[src/rtl/ooo_pkg.sv]
// rtl/ooo_pkg.sv - shared out-of-order core types and constants
package ooo_pkg;

  localparam int ROB_DEPTH  = 16;
  localparam int ROB_IDX_W  = $clog2(ROB_DEPTH);
  localparam int ROB_PREG_W = 6;

  typedef struct packed {
    logic                  valid;
    logic                  done;
    logic                  is_store;
    logic                  mispredict;
    logic [31:0]           pc;
    logic [31:0]           inst;
    logic [5:0]            Ard;
    logic [ROB_PREG_W-1:0] Prd;
    logic [ROB_PREG_W-1:0] old_Prd;
    logic [31:0]           data;
    logic [31:0]           target;
    logic [31:0]           addr;
    logic [3:0]            mask;
  } rob_entry_t;

endpackage

[src/rtl/reorder_buffer.sv]
// rtl/reorder_buffer.sv - in-order retirement buffer with commit-time mispredict flush
module reorder_buffer
  import ooo_pkg::*;
#(
  parameter int DEPTH  = ROB_DEPTH,
  parameter int PREG_W = ROB_PREG_W,
  localparam int IDX_W = $clog2(DEPTH)
) (
  input  logic              clk,
  input  logic              rst,
  input  logic              dis_valid,
  output logic              dis_ready,
  input  logic [31:0]       dis_pc,
  input  logic [31:0]       dis_inst,
  input  logic [5:0]        dis_Ard,
  input  logic [PREG_W-1:0] dis_Prd,
  input  logic [PREG_W-1:0] dis_old_Prd,
  input  logic              dis_is_store,
  output logic [IDX_W-1:0]  dis_rob_idx,
  input  logic              wb_valid,
  input  logic [IDX_W-1:0]  wb_rob_idx,
  input  logic [31:0]       wb_data,
  input  logic              wb_mispredict,
  input  logic [31:0]       wb_target,
  input  logic              st_wb_valid,
  input  logic [IDX_W-1:0]  st_wb_rob_idx,
  input  logic [31:0]       st_wb_addr,
  input  logic [31:0]       st_wb_data,
  input  logic [3:0]        st_wb_mask,
  input  logic              st_commit_ready,
  output logic              commit_valid,
  output logic [31:0]       commit_pc,
  output logic [31:0]       commit_inst,
  output logic [5:0]        commit_Ard,
  output logic [PREG_W-1:0] commit_Prd,
  output logic [PREG_W-1:0] commit_old_Prd,
  output logic [31:0]       commit_data,
  output logic              st_commit,
  output logic [31:0]       st_addr,
  output logic [31:0]       st_data,
  output logic [3:0]        st_mask,
  output logic              flush_valid,
  output logic [31:0]       flush_pc
);

  localparam logic [IDX_W:0] FULL_COUNT = (IDX_W+1)'(DEPTH);

  rob_entry_t       entries [DEPTH];
  logic [IDX_W-1:0] head;
  logic [IDX_W-1:0] tail;
  logic [IDX_W:0]   count;

  rob_entry_t head_e;
  rob_entry_t new_entry;
  logic       dis_fire;
  logic       wb_hit;
  logic       st_hit;

  assign head_e = entries[head];

  assign commit_valid = head_e.valid && head_e.done && (!head_e.is_store || st_commit_ready);
  assign flush_valid  = commit_valid && head_e.mispredict;
  assign dis_ready    = (count != FULL_COUNT) && !flush_valid;
  assign dis_fire     = dis_valid && dis_ready;
  assign dis_rob_idx  = tail;

  // A store writeback to the same slot supersedes the execution result.
  assign st_hit = st_wb_valid && entries[st_wb_rob_idx].valid;
  assign wb_hit = wb_valid && entries[wb_rob_idx].valid && !(st_hit && (st_wb_rob_idx == wb_rob_idx));

  always_comb begin
    new_entry          = '0;
    new_entry.valid    = 1'b1;
    new_entry.is_store = dis_is_store;
    new_entry.pc       = dis_pc;
    new_entry.inst     = dis_inst;
    new_entry.Ard      = dis_Ard;
    new_entry.Prd      = dis_Prd;
    new_entry.old_Prd  = dis_old_Prd;
  end

  always_ff @(posedge clk) begin
    if (rst) begin
      head  <= '0;
      tail  <= '0;
      count <= '0;
      for (int i = 0; i < DEPTH; i++) entries[i] <= '0;
    end else if (flush_valid) begin
      // Retiring branch empties the buffer; younger results and dispatch are discarded.
      for (int i = 0; i < DEPTH; i++) entries[i] <= '0;
      head  <= head + 1'b1;
      tail  <= head + 1'b1;
      count <= '0;
    end else begin
      if (wb_hit) begin
        entries[wb_rob_idx].done       <= 1'b1;
        entries[wb_rob_idx].data       <= wb_data;
        entries[wb_rob_idx].mispredict <= wb_mispredict;
        entries[wb_rob_idx].target     <= wb_target;
      end
      if (st_hit) begin
        entries[st_wb_rob_idx].done <= 1'b1;
        entries[st_wb_rob_idx].data <= st_wb_data;
        entries[st_wb_rob_idx].addr <= st_wb_addr;
        entries[st_wb_rob_idx].mask <= st_wb_mask;
      end
      if (commit_valid) begin
        entries[head] <= '0;
        head          <= head + 1'b1;
      end
      if (dis_fire) begin
        entries[tail] <= new_entry;
        tail          <= tail + 1'b1;
      end
      count <= count + (IDX_W+1)'(dis_fire) - (IDX_W+1)'(commit_valid);
    end
  end

  assign commit_pc      = commit_valid ? head_e.pc      : '0;
  assign commit_inst    = commit_valid ? head_e.inst    : '0;
  assign commit_Ard     = commit_valid ? head_e.Ard     : '0;
  assign commit_Prd     = commit_valid ? head_e.Prd     : '0;
  assign commit_old_Prd = commit_valid ? head_e.old_Prd : '0;
  assign commit_data    = commit_valid ? head_e.data    : '0;
  assign st_commit      = commit_valid && head_e.is_store;
  assign st_addr        = st_commit ? head_e.addr : '0;
  assign st_data        = st_commit ? head_e.data : '0;
  assign st_mask        = st_commit ? head_e.mask : '0;
  assign flush_pc       = flush_valid ? head_e.target : '0;

endmodule
[config.mk]
export PLATFORM = sky130hd
export DESIGN_NAME = reorder_buffer
export DESIGN_NICKNAME = d
export VERILOG_FILES = /design/src/rtl/ooo_pkg.sv /design/src/rtl/reorder_buffer.sv
export SDC_FILE = /design/constraint.sdc
export NUM_CORES = 2
export LEC_CHECK = 0
export ABC_CLOCK_PERIOD_IN_PS = 8000
export BUFFER_PORTS_ARGS = -buffer_cell sky130_fd_sc_hd__buf_2
export CAP_MARGIN = 10
export CORE_ASPECT_RATIO = 0.9
export CORE_MARGIN = 4
export CORE_UTILIZATION = 50
export DETAILED_ROUTE_END_ITERATION = 12
export MAX_ROUTING_LAYER = met4
export PLACE_DENSITY = 0.66
export SYNTH_ARGS = -nofsm -noshare
export SYNTH_HDL_FRONTEND = slang
export SYNTH_SLANG_ARGS = --single-unit
[constraint.sdc]
create_clock -name clk -period 8 [get_ports clk]
set_clock_uncertainty 0.1 [all_clocks]
set_input_delay 2 -clock clk [delete_from_list [all_inputs] [get_ports clk]]
set_output_delay 2 -clock clk [all_outputs]
set_load 0.1 [all_outputs]
==> summary.txt <==
======================================================================================
Count of flip-flops with a built-in enable after synthesis ..............        1,328
Total Power Consumption .................................................     0.0332 W
Highest net fanout along the worst path .................................           59
Maximum root-to-sink buffer count .......................................            4
CTS Root Buffer Type .................................................... sky130_fd_sc_hd__clkbuf_16
Floorplan Core Area .....................................................  270,000 um2
Number of fill cells ....................................................       22,100
Placement Rows ..........................................................          181
Synthesis-to-finish area growth .........................................        11.1%
Clock tree from TritonCTS ...............................................        built
Longest individual stage delay on the worst path ........................      0.98 ns
Most area-consuming cells after synthesis ............................... sky130_fd_sc_hd__edfxtp_1, sky130_fd_sc_hd__dfxtp_1, sky130_fd_sc_hd__mux4_2
Shortest period the worst path allows ...................................      7.62 ns
Final instance area .....................................................  151,000 um2
Die Outline Area ........................................................  280,000 um2
Number of violations of the max-capacitance limit .......................            0
Initial core utilization ................................................        0.502
Number of top-level pins ................................................          452
Resized Gates After CTS .................................................            0
Sequential cell area ....................................................   73,200 um2
Global-route wire length before repair ..................................       716 mm
H-tree level count ......................................................            5
Static leakage ..........................................................      53.0 nW
Area share of the leading cell type in the synthesized netlist ..........        0.294
Most frequent cells in the layout ....................................... sky130_fd_sc_hd__dfxtp_1, sky130_fd_sc_hd__and2_1, sky130_fd_sc_hd__edfxtp_1, sky130_fd_sc_hd__nand2_1, sky130_fd_sc_hd__nor2_1
Remaining global-route overflow .........................................            0
Slowest cell on the critical path ....................................... sky130_fd_sc_hd__dfxtp_4
Crit path DAT ...........................................................      5.52 ns
Count of mapped cells out of synthesis ..................................       11,800
Buffers inserted by post-CTS timing repair ..............................            0
Clock buffers created by TritonCTS ......................................          316
Power Dens Cells ........................................................   220 nW/um2
Die boundary height .....................................................       502 um
Sequential cell fraction of total power .................................        0.498
Via count ...............................................................      104,000
Worst hold margin .......................................................     0.351 ns
WS Path Type ............................................................ flop to output pin
Clock transition at the registers of the reported paths .................      0.07 ns
Reg-to-reg setup timing slack ...........................................      1.44 ns
Fin nets ................................................................       11,700
Skew-Pair Late Insertion Delay ..........................................      0.92 ns
CP endpoint kind ........................................................   output pin
Multi-input gate area ...................................................   57,700 um2
DRC violations left .....................................................            0
Net switching component of the power ....................................    0.00793 W
Logic gate share of total power .........................................        0.063
Worst vdd ir ............................................................     0.176 mV
#FFs+latches synth ......................................................        2,993
Synthesized area ........................................................  136,000 um2
Clock net sink count ....................................................        2,993
Sw Share ................................................................        0.239
Port Buf Inserts ........................................................          451
Estimated wirelength of the detail-placed design ........................       263 mm
Total wire length .......................................................       498 mm
Vias in the first global route ..........................................      103,000
Syn nets ................................................................       12,000
Setup repair after global routing missed its margin .....................           no
Transition time at the pin with the least slew margin ...................      1.31 ns
FF-to-FF path depth .....................................................           11
Yosys warns .............................................................            0
Post-detailed-route count of antenna-violating nets .....................            0
Total count of max-transition violations in the final report ............            0
Type of the tightest min-delay check .................................... flop to flop
Data required time of the critical path .................................      5.90 ns
Achievable Freq .........................................................      131 MHz
Clock Power Share .......................................................        0.438
Most frequent standard cell in the layout excluding fill and tap cells .. sky130_fd_sc_hd__dfxtp_1
Cell type with the largest total area after synthesis ................... sky130_fd_sc_hd__edfxtp_1
Share of flip-flops with an asynchronous set or reset after synthesis ...            0
Share of final-layout standard cells stronger than drive strength 1 .....        0.199
GR Util All Layers ......................................................        0.359
Headroom to the max-slew limit ..........................................        0.121
Die outline width .......................................................       557 um
Average size of a mapped cell ...........................................     11.5 um2
Share of the yosys chip area belonging to registers .....................        0.540
Status ..................................................................    completed
First-pass DRT Iterations ...............................................           10
Hold Vio Cnt, Final .....................................................            0
Routed vias/inst ........................................................         6.75
Largest net degree at the start of global routing .......................          158
Sequence of cells on the critical path .................................. mux4_2, mux2i_1, nor3b_1, or4b_1, inv_8, buf_4, and2_1, buf_2
Post-DP Area ............................................................  140,000 um2
Ys flop type ............................................................ sky130_fd_sc_hd__dfxtp_1
Distinct cell type count of the synthesized netlist .....................           81
Total negative setup slack ..............................................         0 ns
Nature of the critical path startpoint ..................................         flop
Part of the cycle the worst path needs ..................................        0.953
Number of DRC markers in iteration 0 ....................................       17,600
Depth of the worst hold-timing path .....................................            2
Number of hold buffers added after cts ..................................            0
Weighted congestion reported at the end of routability-driven placement .        0.929
Mean routed wirelength per cell .........................................      32.4 um
Final setup violation count .............................................            0
Number of antenna violations at the first check in global routing .......          141
Internal power ..........................................................     0.0253 W
======================================================================================
[logic make-up (layout without fill, tap and decap cells)]
kind of cell	after synthesis	count (layout)	share of synthesized area
and+or+nand+nor	4472	4472	0.163
DFF	2993	2993	0.540
AOI/OAI and AO/OA	1870	1870	0.0910
buffers and inverters	1379	1289	0.0410
muxes	1045	1045	0.163
adders and majority gates	15	15	0.00144
xor gates and xnor gates	15	15	0.000969
other	0	115	0
[metrics by stage]
| stage | std cells | setup slack (ns) | util |
|---|---|---|---|
| final | 15400 | 0.375 | 0.558 |
| after global routing | 15400 | 0.192 | 0.558 |
| after CTS | 15300 | 0.376 | 0.557 |
| after detailed placement | 14700 | 1.10 | 0.520 |
| after global placement | 14700 | 1.15 | 0.520 |
| after floorplan | 11800 | 0.588 | - |
[final timing paths]
check                        from               to
setup / recovery             flop  commit_data[23]
hold / removal    entries[14][22]  entries[14][22]
setup reg to reg             flop  entries[5][130]
hold reg to reg   entries[14][22]  entries[14][22]
[synth_stat cells, drive strengths merged (5+ instances only)]
cell type,count
dfxtp,1665
a21o,12
inv,19
edfxtp,1328
o211ai,17
or4,6
a31o,7
nor3,355
a21oi,788
mux2,76
nor4,35
buf,375
and4,32
or2,12
and3,42
o2bb2ai,46
a211oi,48
nand2b,13
nor2b,84
clkbuf,983
nand4,12
xor2,6
a2bb2oi,21
mux4,919
a22oi,529
o21ai,104
ha,14
nand3b,6
a221oi,258
xnor2,9
and2,1452
nand3,303
nand2,1169
nor2,939
a31oi,5
o22ai,6
o21bai,9
mux2i,50
[final cells by class]
type / instances / area share
antenna: 115 / 0.00191
clock buffer: 429 / 0.0590
clock inverter: 118 / 0.00742
inverter: 21 / 0.000623
multi-input combinational: 7417 / 0.383
sequential: 2993 / 0.486
tap: 3568 / 0.0296
timing repair buffer: 721 / 0.0325
[registers in the layout (all words and copies together), names as in the netlist, named ones only]
name,flops
entries,2976
count,5
head,4
dis_rob_idx,4
[critical path, delay by kind of cell (launching register included)]
family,cells,cell delay (ns)
mux,2,0.91
simple gates,3,1.17
buf+inv,3,1.53
flops,1,0.98
[power groups by stage]
stage / Clock [W] / Combinational [W] / Sequential, W
2_1_floorplan: 0 / 0.00114 / 0.0169
3_3_place_gp: 0 / 0.00199 / 0.0169
3_5_place_dp: 0 / 0.00203 / 0.0169
4_1_cts: 0.0146 / 0.00204 / 0.0166
5_1_grt: 0.0152 / 0.00216 / 0.0166
6_report: 0.0146 / 0.00211 / 0.0166
[layer usage]
| layer | share of wire | vias to the layer above | GRT usage |
|---|---|---|---|
| met5 | 0 | - | - |
| met4 | 0.064 | 0 | 0.195 |
| met3 | 0.14 | 2052 | 0.111 |
| met2 | 0.44 | 8043 | 0.525 |
| met1 | 0.36 | 51500 | 0.445 |
| li1 | - | 42300 | - |
(Power assumes the default switching activity.)
